==> config.mk <==
export PLATFORM = sky130hd
export DESIGN_NAME = uart_tx
export DESIGN_NICKNAME = d
export VERILOG_FILES = /design/src/rtl/uart_pkg.sv /design/src/rtl/tx_piso.sv /design/src/rtl/uart_tx.sv
export SDC_FILE = /design/constraint.sdc
export NUM_CORES = 1
export LEC_CHECK = 0
export BUFFER_PORTS_ARGS = -buffer_cell sky130_fd_sc_hd__buf_2
export CORE_MARGIN = 5
export CORE_UTILIZATION = 39
export CTS_CLUSTER_DIAMETER = 60
export CTS_CLUSTER_SIZE = 25
export DETAILED_ROUTE_END_ITERATION = 7
export PLACE_DENSITY_LB_ADDON = 0.3
export SYNTH_ARGS = -nofsm -noshare
export SYNTH_HDL_FRONTEND = slang
export SYNTH_HIERARCHICAL = 1
export SYNTH_SLANG_ARGS = --single-unit
export TNS_END_PERCENT = 10
==> constraint.sdc <==
create_clock -name clk -period 2.1 [get_ports clk]
set_clock_uncertainty 0.2 [all_clocks]
set_input_delay 0.315 -clock clk [delete_from_list [all_inputs] [get_ports clk]]
set_output_delay 0.315 -clock clk [all_outputs]
set_load 0.01 [all_outputs]
==> src/rtl/uart_pkg.sv <==
// Shared UART definitions: FSM state encoding and frame line levels.
package uart_pkg;

  typedef enum logic [2:0] {
    UART_IDLE   = 3'd0,
    UART_START  = 3'd1,
    UART_DATA   = 3'd2,
    UART_PARITY = 3'd3,
    UART_STOP   = 3'd4
  } uart_state_e;

  localparam int unsigned UART_DATA_BITS = 8;
  localparam logic        UART_START_LVL = 1'b0;
  localparam logic        UART_STOP_LVL  = 1'b1;

endpackage

==> src/rtl/tx_piso.sv <==
// Parallel-in serial-out shift register; shifts right so data leaves LSB first.
module tx_piso
  import uart_pkg::*;
(
  input  logic                      clk,
  input  logic                      reset,
  input  logic                      load_i,
  input  logic                      shift_i,
  input  logic [UART_DATA_BITS-1:0] data_i,
  output logic                      serial_o,
  output logic                      next_o
);

  logic [UART_DATA_BITS-1:0] sr_q;

  always_ff @(posedge clk or posedge reset) begin
    if (reset) begin
      sr_q <= '0;
    end else if (load_i) begin
      sr_q <= data_i;
    end else if (shift_i) begin
      sr_q <= {1'b0, sr_q[UART_DATA_BITS-1:1]};
    end
  end

  // next_o is the bit that becomes serial_o after a shift, so the top can
  // register the line level in the same edge as the shift.
  assign serial_o = sr_q[0];
  assign next_o   = sr_q[1];

endmodule

==> src/rtl/uart_tx.sv <==
// UART transmitter: start, 8 data bits LSB first, optional parity, stop.
// Define UART_TX_PARITY_EN to compile in the parity bit (PARITY_ODD selects odd).
module uart_tx
  import uart_pkg::*;
#(
  parameter int unsigned CLKS_PER_BIT = 16,
  parameter bit          PARITY_ODD   = 1'b0
) (
  input  logic       clk,
  input  logic       reset,
  input  logic       tx_start,
  input  logic [7:0] tx_datain,
  output logic       tx_serial,
  output logic       tx_busy,
  output logic       tx_done
);

  localparam int unsigned CNT_W = $clog2(CLKS_PER_BIT);
  localparam int unsigned IDX_W = $clog2(UART_DATA_BITS);
  localparam logic [CNT_W-1:0] CNT_LAST = CNT_W'(CLKS_PER_BIT - 1);
  localparam logic [IDX_W-1:0] IDX_LAST = IDX_W'(UART_DATA_BITS - 1);

  localparam logic [2:0] S_IDLE   = 3'(UART_IDLE);
  localparam logic [2:0] S_START  = 3'(UART_START);
  localparam logic [2:0] S_DATA   = 3'(UART_DATA);
  localparam logic [2:0] S_STOP   = 3'(UART_STOP);
`ifdef UART_TX_PARITY_EN
  localparam logic [2:0] S_PARITY = 3'(UART_PARITY);
`endif

  logic [2:0]       state_q, state_d;
  logic [CNT_W-1:0] cnt_q, cnt_d;
  logic [IDX_W-1:0] idx_q, idx_d;
  logic             serial_q, serial_d;
  logic             busy_q, busy_d;
  logic             done_q, done_d;
  logic             piso_load, piso_shift;
  logic             piso_bit0, piso_bit1;
  logic             bit_end;
`ifdef UART_TX_PARITY_EN
  logic             parity_q, parity_d;
`else
  logic             unused_parity_odd;
  assign unused_parity_odd = PARITY_ODD;
`endif

  tx_piso u_piso (
    .clk      (clk),
    .reset    (reset),
    .load_i   (piso_load),
    .shift_i  (piso_shift),
    .data_i   (tx_datain),
    .serial_o (piso_bit0),
    .next_o   (piso_bit1)
  );

  assign bit_end = (cnt_q == CNT_LAST);

  // Line level is derived from the next state so it changes on the same edge as the FSM.
  always_comb begin
    state_d    = state_q;
    cnt_d      = cnt_q;
    idx_d      = idx_q;
    piso_load  = 1'b0;
    piso_shift = 1'b0;
    done_d     = 1'b0;
    serial_d   = UART_STOP_LVL;
`ifdef UART_TX_PARITY_EN
    parity_d   = parity_q;
`endif

    if (state_q != S_IDLE) begin
      cnt_d = bit_end ? '0 : cnt_q + CNT_W'(1);
    end

    case (state_q)
      S_IDLE: begin
        if (tx_start) begin
          state_d   = S_START;
          piso_load = 1'b1;
          cnt_d     = '0;
          idx_d     = '0;
`ifdef UART_TX_PARITY_EN
          parity_d  = (^tx_datain) ^ PARITY_ODD;
`endif
        end
      end
      S_START: begin
        if (bit_end) state_d = S_DATA;
      end
      S_DATA: begin
        if (bit_end) begin
          if (idx_q == IDX_LAST) begin
            idx_d   = '0;
`ifdef UART_TX_PARITY_EN
            state_d = S_PARITY;
`else
            state_d = S_STOP;
`endif
          end else begin
            idx_d      = idx_q + IDX_W'(1);
            piso_shift = 1'b1;
          end
        end
      end
`ifdef UART_TX_PARITY_EN
      S_PARITY: begin
        if (bit_end) state_d = S_STOP;
      end
`endif
      S_STOP: begin
        if (bit_end) begin
          state_d = S_IDLE;
          done_d  = 1'b1;
        end
      end
      default: state_d = S_IDLE;
    endcase

    case (state_d)
      S_START:  serial_d = UART_START_LVL;
      S_DATA:   serial_d = piso_shift ? piso_bit1 : piso_bit0;
`ifdef UART_TX_PARITY_EN
      S_PARITY: serial_d = parity_q;
`endif
      default:  serial_d = UART_STOP_LVL;
    endcase

    busy_d = (state_d != S_IDLE);
  end

  always_ff @(posedge clk or posedge reset) begin
    if (reset) begin
      state_q  <= S_IDLE;
      cnt_q    <= '0;
      idx_q    <= '0;
      serial_q <= UART_STOP_LVL;
      busy_q   <= 1'b0;
      done_q   <= 1'b0;
`ifdef UART_TX_PARITY_EN
      parity_q <= 1'b0;
`endif
    end else begin
      state_q  <= state_d;
      cnt_q    <= cnt_d;
      idx_q    <= idx_d;
      serial_q <= serial_d;
      busy_q   <= busy_d;
      done_q   <= done_d;
`ifdef UART_TX_PARITY_EN
      parity_q <= parity_d;
`endif
    end
  end

  assign tx_serial = serial_q;
  assign tx_busy   = busy_q;
  assign tx_done   = done_q;

endmodule

## Yosys cells after proc, flatten, opt, wreduce, memory -nomap -nowiden

Cells that the tools add are included.

| word-level totals | value |
|---|---|
| bits in registers | 21 |
| input bits | 11 |
| word-level logic and storage cells | 49 |

| operators by class | value |
|---|---|
| add/sub/neg operators | 2 |
| equal/unequal tests | 9 |
| mux-type cells | 25 |
| reduce and logical (&&, ||, !) cells | 6 |

Operator list:

| kind | number |
|---|---|
| $mux 3 | 8 |
| $mux 4 | 4 |
| $mux 8 | 2 |
| $pmux 3 s4 | 1 |
| $mux 1 | 8 |
| $eq 3x1->1 const B | 2 |
| $eq 3x2->1 const B | 2 |
| $eq 3x3->1 const B | 2 |
| $pmux 3 s2 | 1 |
| $reduce_bool 3->1 | 2 |
| $add 4x1->4 const B | 1 |
| $eq 4x4->1 const B | 1 |
| $ne 2x2->1 const B | 2 |
| $reduce_bool 2->1 | 2 |
| $add 3x1->3 const B | 1 |
| $logic_not 3->1 | 1 |
| $reduce_and 3->1 | 1 |
| $pmux 1 s2 | 1 |

## Longest topological paths before layout

Gate-level depths: netlist of run 1.

| depth | value |
|---|---|
| word-level depth | 6 |
| depth in mapped cells | 8 |
| depth with buffers taken out | 6 |

## By module

The synthesis of run 1 kept the hierarchy.

By module, submodules not included:

| module | cells each | times used | area each (um^2) |
|---|---|---|---|
| uart_tx | 64 | 1 | 659.4 |
| tx_piso | 35 | 1 | 372.9 |

## Least setup slack after synthesis of run 1

No wires, ideal clock.

| timing | value |
|---|---|
| path type | register to register |
| start point | register cnt_q[0] |
| end point | register busy_q (netlist: tx_busy) |
| clock period less this slack | 1.836 ns |
| path slack | 0.264 ns |
| data required time | 1.769 ns |
| library setup time | 0.131 ns |
| data arrival time | 1.504 ns |
| stages on the path, launching flop included | 7 |
| cells stage by stage | dfrtp_1 -> ha_1 -> and3_1 -> buf_6 -> nand2_2 -> a32o_2 -> or3_1 |

| between the ends | value |
|---|---|
| longest elaborated chain between the ends | 4 |
| elaborated cells on any way between the ends | 6 |
| those cells by class | 1 x eq/ne; 4 x mux; 1 x reduce/logical |

Ends and longest elaborated chain:

| item | line | source |
|---|---|---|
| from (decl) | uart_tx.sv:32 | `logic [CNT_W-1:0] cnt_q, cnt_d;` |
| from (signal assigned) | uart_tx.sv:145 | `cnt_q <= cnt_d;` |
| $eq 4x4->1 (*) | uart_tx.sv:57 | `assign bit_end = (cnt_q == CNT_LAST);` |
| $mux 3, on equally long branches | uart_tx.sv:112, uart_tx.sv:89, uart_tx.sv:92 |  |
| $pmux 3 s4 (*) | uart_tx.sv:76 | `case (state_q)` |
| via state_d[1] | uart_tx.sv:31 | `logic [2:0] state_q, state_d;` |
| $reduce_bool 3->1 (*) | uart_tx.sv:129 | `busy_d = (state_d != S_IDLE);` |
| via busy_d | uart_tx.sv:35 | `logic busy_q, busy_d;` |
| to (signal assigned) | uart_tx.sv:148 | `busy_q <= busy_d;` |
| to (decl) | uart_tx.sv:35 |  |

The timed path passes the listed nets; every way through them passes the cells marked *.
A chain may end at the register's enable or synchronous reset.

## Worst setup path after layout of run 1

Same ends and word-level chain as after synthesis.

==> metrics.md, run 1 <==
| Metric | Value |
|---|---|
| Post-layout min period | 1.970 ns |
| Syn Nets | 113 |
| Area Overhead vs Synth | 14.18% |
| Gpl congestion | 0.8027 |
| Number of flops mapped to enable cells by yosys | 0 |
| Max VDD drop | 0.5554 mV |
| Final instance area | 1179 sq um |
| Footprint of the multi-input gates | 455.4 sq um |
| Core area | 2500 sq um |
| Final hold viol count | 0 |
| Synth async-reset ratio | 1.000 |
| Sequential fraction of the synthesis area | 0.5103 |
| Ports | 14 |
| Iter 0 DRT Violations | 12 |
| Predominant post-synthesis flop cell | dfrtp_1 |
| Share of post-route cells with drive strength above 1 | 0.2521 |
| Diodes inserted | 0 |
| Nets | 134 |
| Max-cap violations | 0 |
| Routed Antenna Nets | 0 |
| RSZ-0062 raised after global routing | no |
| Arrival time worst endpoint | 1.96 ns |
| Dpl cells | 144 |
| Max Fclk | 507.6 MHz |
| # rows | 18 |
| Fin Setup TNS | 0 ns |
| Startpoint types | flop |
| Max-slew violation count | 0 |
| Slew HR | 0.6636 |
| Most frequent cells in the layout | dfrtp_1 (20), nand2_1 (16), buf_2 (13) |
| CTS root buf | clkbuf_4 |
| Commonest non-fill, non-tap cell in the layout | dfrtp_1 |
| GR Overflow Total | 0 |
| First-pass GRT wire length | 3243 um |
| DRC | 0 |
| Maximum number of pins on one net before global-route repair | 17 |
| Initial Util | 0.4129 |
| Port bufs | 13 |
| WP data required | 2.09 ns |
| Post-Layout Cell Count | 149 |
| TritonCTS sink count | 21 |
| Routed WL per cell | 12.27 um |
| Setup violations, final | 0 |
| WL final | 1828 um |
| CTS buffer count | 3 |
| Critical path class | reg -> reg |
| All-Layer GR Usage | 0.1163 |
| DR vias | 762 |
| Die X-Extent | 61.45 um |
| Reg area | 526.8 sq um |
| Worst slew pin tran | 0.5041 ns |
| Cells after Synth | 99 |
| Setup WS post-layout | 0.1299 ns |
| Syn Std Cell Area | 1032 sq um |
| Post-synth cell types | 30 |
| Worst setup EP type | flop |
| Leakage | 0.5383 nW |
| Setup repair bufs after CTS | 0 |
| CTS H-Tree Depth | 1 |
| Die area | 3775 sq um |
| Worst hold path type | in -> reg |
| Final HPWL DP | 1391 um |
| Period utilization | 0.9381 |
| Status | completed |
| DP Area | 1141 sq um |
| Reg clk slew, reported paths | 0.12 ns |
| Vias per cell | 5.114 |
| Worst-path maximum fanout | 6 |
| Fillers | 241 |
| Longest Clk Path Bufs | 2 |
| PD cells | 1095 nW/um^2 |
| Vias in the first global route | 754 |
| Pwr Total | 1.291 mW |
| Die H | 61.45 um |
| Initial antenna violation count | 0 |
| First drt pass iteration count | 4 |
| Yosys Warn Count | 6 |
| Place WS | 0.06638 ns |
| Number of synthesized register bits | 21 |
| Synthesized area per cell | 10.43 sq um |
| Worst skew pair latency | 0.30 ns |
| TritonCTS clock tree | done |
[critical path, cell delays in order (launching register included)]
cell and delay, ns:
dfrtp_1 0.43, ha_1 0.25, and3_1 0.30, nand2_2 0.07, a32o_2 0.27, or3_1 0.35
[registers in the layout, summed over array words and instances, names as in the netlist]
signal	count
cnt_q	4
tx_serial	1
idx_q	3
state_q	3
tx_done	1
u_piso/sr_q	8
tx_busy	1
[metrics by stage]
stage	util	hold slack [ns]
6_report	0.4715	0.01311
2_1_floorplan	-	-0.06934
5_1_grt	0.4715	0.003848
3_5_place_dp	0.4565	0.08822
4_1_cts	0.4715	0.006592
3_3_place_gp	0.4565	0.08936
[repair_timing]
item | 4_1_cts | 5_1_grt
gates resized for setup | 0 | 1
setup endpoints to repair | 0 | 7
endpoints found under the hold margin | 20 | 0
hold buffers | 1 | 0
[synth_stat cells, drive strengths merged, types with 2 or more instances]
| cell | count | share of area |
|---|---|---|
| mux2i | 8 | 0.078 |
| o21ai | 16 | 0.078 |
| nand3b | 2 | 0.015 |
| nor2 | 4 | 0.015 |
| buf | 4 | 0.038 |
| or3 | 2 | 0.012 |
| inv | 3 | 0.011 |
| a21oi | 3 | 0.015 |
| nand2 | 17 | 0.064 |
| dfrtp | 20 | 0.48 |
| nand4b | 2 | 0.017 |
| ha | 3 | 0.036 |
[metal layers]
layer  track usage  part of all wire  up-vias
li1              -                 -      389
met1        0.1449              0.48      347
met2        0.1767              0.45       22
met3       0.04193             0.060        4
met4       0.06061            0.0093        0
met5             0                 0        -
[cells by family after synthesis]
kind of cell,synth area share
DFF,0.5103
muxes,0.07758
buffers and inverters,0.04848
AOI/OAI and AO/OA,0.1321
adders and majority gates,0.03637
and+or+nand+nor,0.1952
[cell type report]
cell class / instances / area share
Timing Repair Buffer: 20 / 0.1019
Clock inverter: 1 / 0.004246
Clock buffer: 3 / 0.01911
Tap cell: 30 / 0.03185
Inverter: 3 / 0.009554
Multi-Input combinational cell: 71 / 0.3864
Sequential cell: 21 / 0.4469
[path summary, 6_finish.rpt]
path,end,slack (ns),depth (start not counted),startpoint
worst max-delay path,tx_busy,0.13,5,cnt_q[0]
worst min-delay path,u_piso/sr_q[0],0.01,3,tx_datain[0]
worst max register to register,tx_busy,0.13,5,cnt_q[0]
worst min register to register,idx_q[2],0.30,2,idx_q[2]
max in group asynchronous,tx_serial,0.97,3,reset
min in group asynchronous,u_piso/sr_q[2],0.29,3,reset
[power by group]
part	internal (mW)	switching [mW]
Combinational	0.202	0.215
Sequential	0.562	0.123
Clock	0.0709	0.119
Power figures use the tool's default switching activity.
==> run 2, diff against run 1 <==
--- a/config.mk
+++ b/config.mk
@@ -11,6 +11,7 @@
 export CTS_CLUSTER_DIAMETER = 60
 export CTS_CLUSTER_SIZE = 25
 export DETAILED_ROUTE_END_ITERATION = 7
+export GPL_ROUTABILITY_DRIVEN = 0
 export PLACE_DENSITY_LB_ADDON = 0.3
 export SYNTH_ARGS = -nofsm -noshare
 export SYNTH_HDL_FRONTEND = slang
==> constraint.sdc (replaced) <==
create_clock -name clk -period 2.4 [get_ports clk]
set_clock_uncertainty 0.2 [all_clocks]
set_input_delay 0.36 -clock clk [delete_from_list [all_inputs] [get_ports clk]]
set_output_delay 0.36 -clock clk [all_outputs]
set_load 0.01 [all_outputs]
==> metrics.md, run 2 (synthesis gave the netlist of run 1 again) <==
| Metric | Value |
|---|---|
| Status | completed |
| Crit path max-delay cell type | dfrtp_1 |
| Routed WL per cell | 13.07 um |
| Die H | 61.45 um |
| Worst skew pair latency | 0.30 ns |
| Max-cap violations | 0 |
| Critical path's top delay family | simple AND/OR/NAND/NOR gates |
| Pwr Total | 1.119 mW |
| Startpoint types | flop |
| WL final | 1882 um |
| Port bufs | 13 |
| Max Fclk | 452.3 MHz |
| Critical path class | reg -> reg |
| Initial Util | 0.4129 |
| Worst-path maximum fanout | 8 |
| Setup WS post-layout | 0.1891 ns |
| Vias in the first global route | 706 |
| Arrival time worst endpoint | 2.19 ns |
| Die X-Extent | 61.45 um |
| Area Overhead vs Synth | 10.55% |
| Final instance area | 1141 sq um |
| # rows | 18 |
| Setup violations, final | 0 |
| CTS H-Tree Depth | 1 |
| Final hold viol count | 0 |
| Maximum number of pins on one net before global-route repair | 17 |
| Grt peak-use layer | met2 |
| Post-layout min period | 2.211 ns |
| Die area | 3775 sq um |
| Post-Layout Cell Count | 144 |
| Max incr delay on CP | 0.43 ns |
| Leakage | 0.5161 nW |
| CTS root buf | clkbuf_4 |
| Max-slew violation count | 0 |
| All-Layer GR Usage | 0.1145 |
| First drt pass iteration count | 4 |
| Share of post-route cells with drive strength above 1 | 0.2105 |
| First-pass GRT wire length | 3146 um |
| TritonCTS sink count | 21 |
| WP data required | 2.38 ns |
| Max VDD drop | 0.5220 mV |
| Grt met3 use | 0.03145 |
| GR Overflow Total | 0 |
| RSZ-0062 raised after global routing | no |
| Worst setup EP type | flop |
| Dpl cells | 139 |
| Longest Clk Path Bufs | 2 |
| Ports | 14 |
| DP Area | 1104 sq um |
| Reg clk slew, reported paths | 0.12 ns |
| Core area | 2500 sq um |
| Largest regs | u_piso/sr_q (8), cnt_q (4) |
| Slew HR | 0.6390 |
| Top reg by flops | u_piso/sr_q |
| Met1 Track Usage GR | 0.1369 |
| Crit path buf inv count | 1 |
| Global Route met2 Usage | 0.1903 |
| Largest register FFs | 8 |
| Routed Antenna Nets | 0 |
| Initial antenna violation count | 0 |
| TritonCTS clock tree | done |
| DR vias | 731 |
| Place WS | 0.2336 ns |
| Iter 0 DRT Violations | 3 |
| Fin Setup TNS | 0 ns |
| Commonest non-fill, non-tap cell in the layout | dfrtp_1 |
| Diodes inserted | 0 |
| CTS buffer count | 3 |
| Period utilization | 0.9212 |
| Final HPWL DP | 1365 um |
| Nets | 129 |
| Critical Path, Cell by Cell | ha_1 -> and3_1 -> nand4b_1 -> inv_1 -> mux2i_1 -> o21ai_1 |
| Worst slew pin tran | 0.5359 ns |
| Vias per cell | 5.076 |
| DRC | 0 |
| Worst hold path type | in -> reg |
| PD cells | 980.2 nW/um^2 |
| Most frequent cells in the layout | dfrtp_1 (20), nand2_1 (16), buf_2 (13) |
-- run 2: cell count changes in the layout (fill, tap and decap cells not counted) --
cell   change
buf_4      -5
inv_1      +1
inv_2      -1
-- run 2: timing repair --
item / 4_1_cts / 5_1_grt
hold buffers: 1 / 0
gates resized for setup: 0 / 0
setup buffers: 0 / 0
endpoints found under the setup margin: 0 / 0
hold endpoints to repair: 20 / 0
-- run 2: final cells by class --
cell class                      instances  area, sq um
Timing Repair Buffer                   15        82.58
Sequential cell                        21        526.8
Inverter                                3        11.26
Clock buffer                            3        22.52
Fill cell                             245         1359
Clock inverter                          1        5.005
Tap cell                               30        37.54
Multi-Input combinational cell         71        455.4
-- run 2: worst min-delay path, stage by stage --
cell and delay, ns:
buf_2 0.07, nand2_1 0.04, o21ai_1 0.06
-- run 2: worst paths after layout --
kind,start,slack [ns],cells past startpoint,endpoint
worst max-delay path,cnt_q[0],0.19,6,u_piso/sr_q[6]
worst min-delay path,tx_datain[4],0.06,3,u_piso/sr_q[4]
worst max register to register,cnt_q[0],0.19,6,u_piso/sr_q[6]
worst min register to register,cnt_q[3],0.31,1,cnt_q[3]
max in group asynchronous,reset,1.23,3,tx_serial
min in group asynchronous,reset,0.34,3,u_piso/sr_q[7]
-- run 2: per-stage QoR --
step           utilization  hold slack (ns)
2_1_floorplan            -         -0.02434
3_3_place_gp        0.4414           0.1283
3_5_place_dp        0.4414           0.1382
4_1_cts             0.4565          0.04196
5_1_grt             0.4565          0.04235
6_report            0.4565          0.05813
-- run 2: layer usage --
layer / vias to the layer above / share of wire
met1: 339 / 0.46
met2: 12 / 0.48
met4: 0 / 0.0064
met5: - / 0
li1: 378 / -
met3: 2 / 0.049
-- run 2: power breakdown --
| part | switching [mW] | internal (mW) |
|---|---|---|
| Sequential | 0.108 | 0.491 |
| Combinational | 0.184 | 0.165 |
| Clock | 0.108 | 0.0621 |
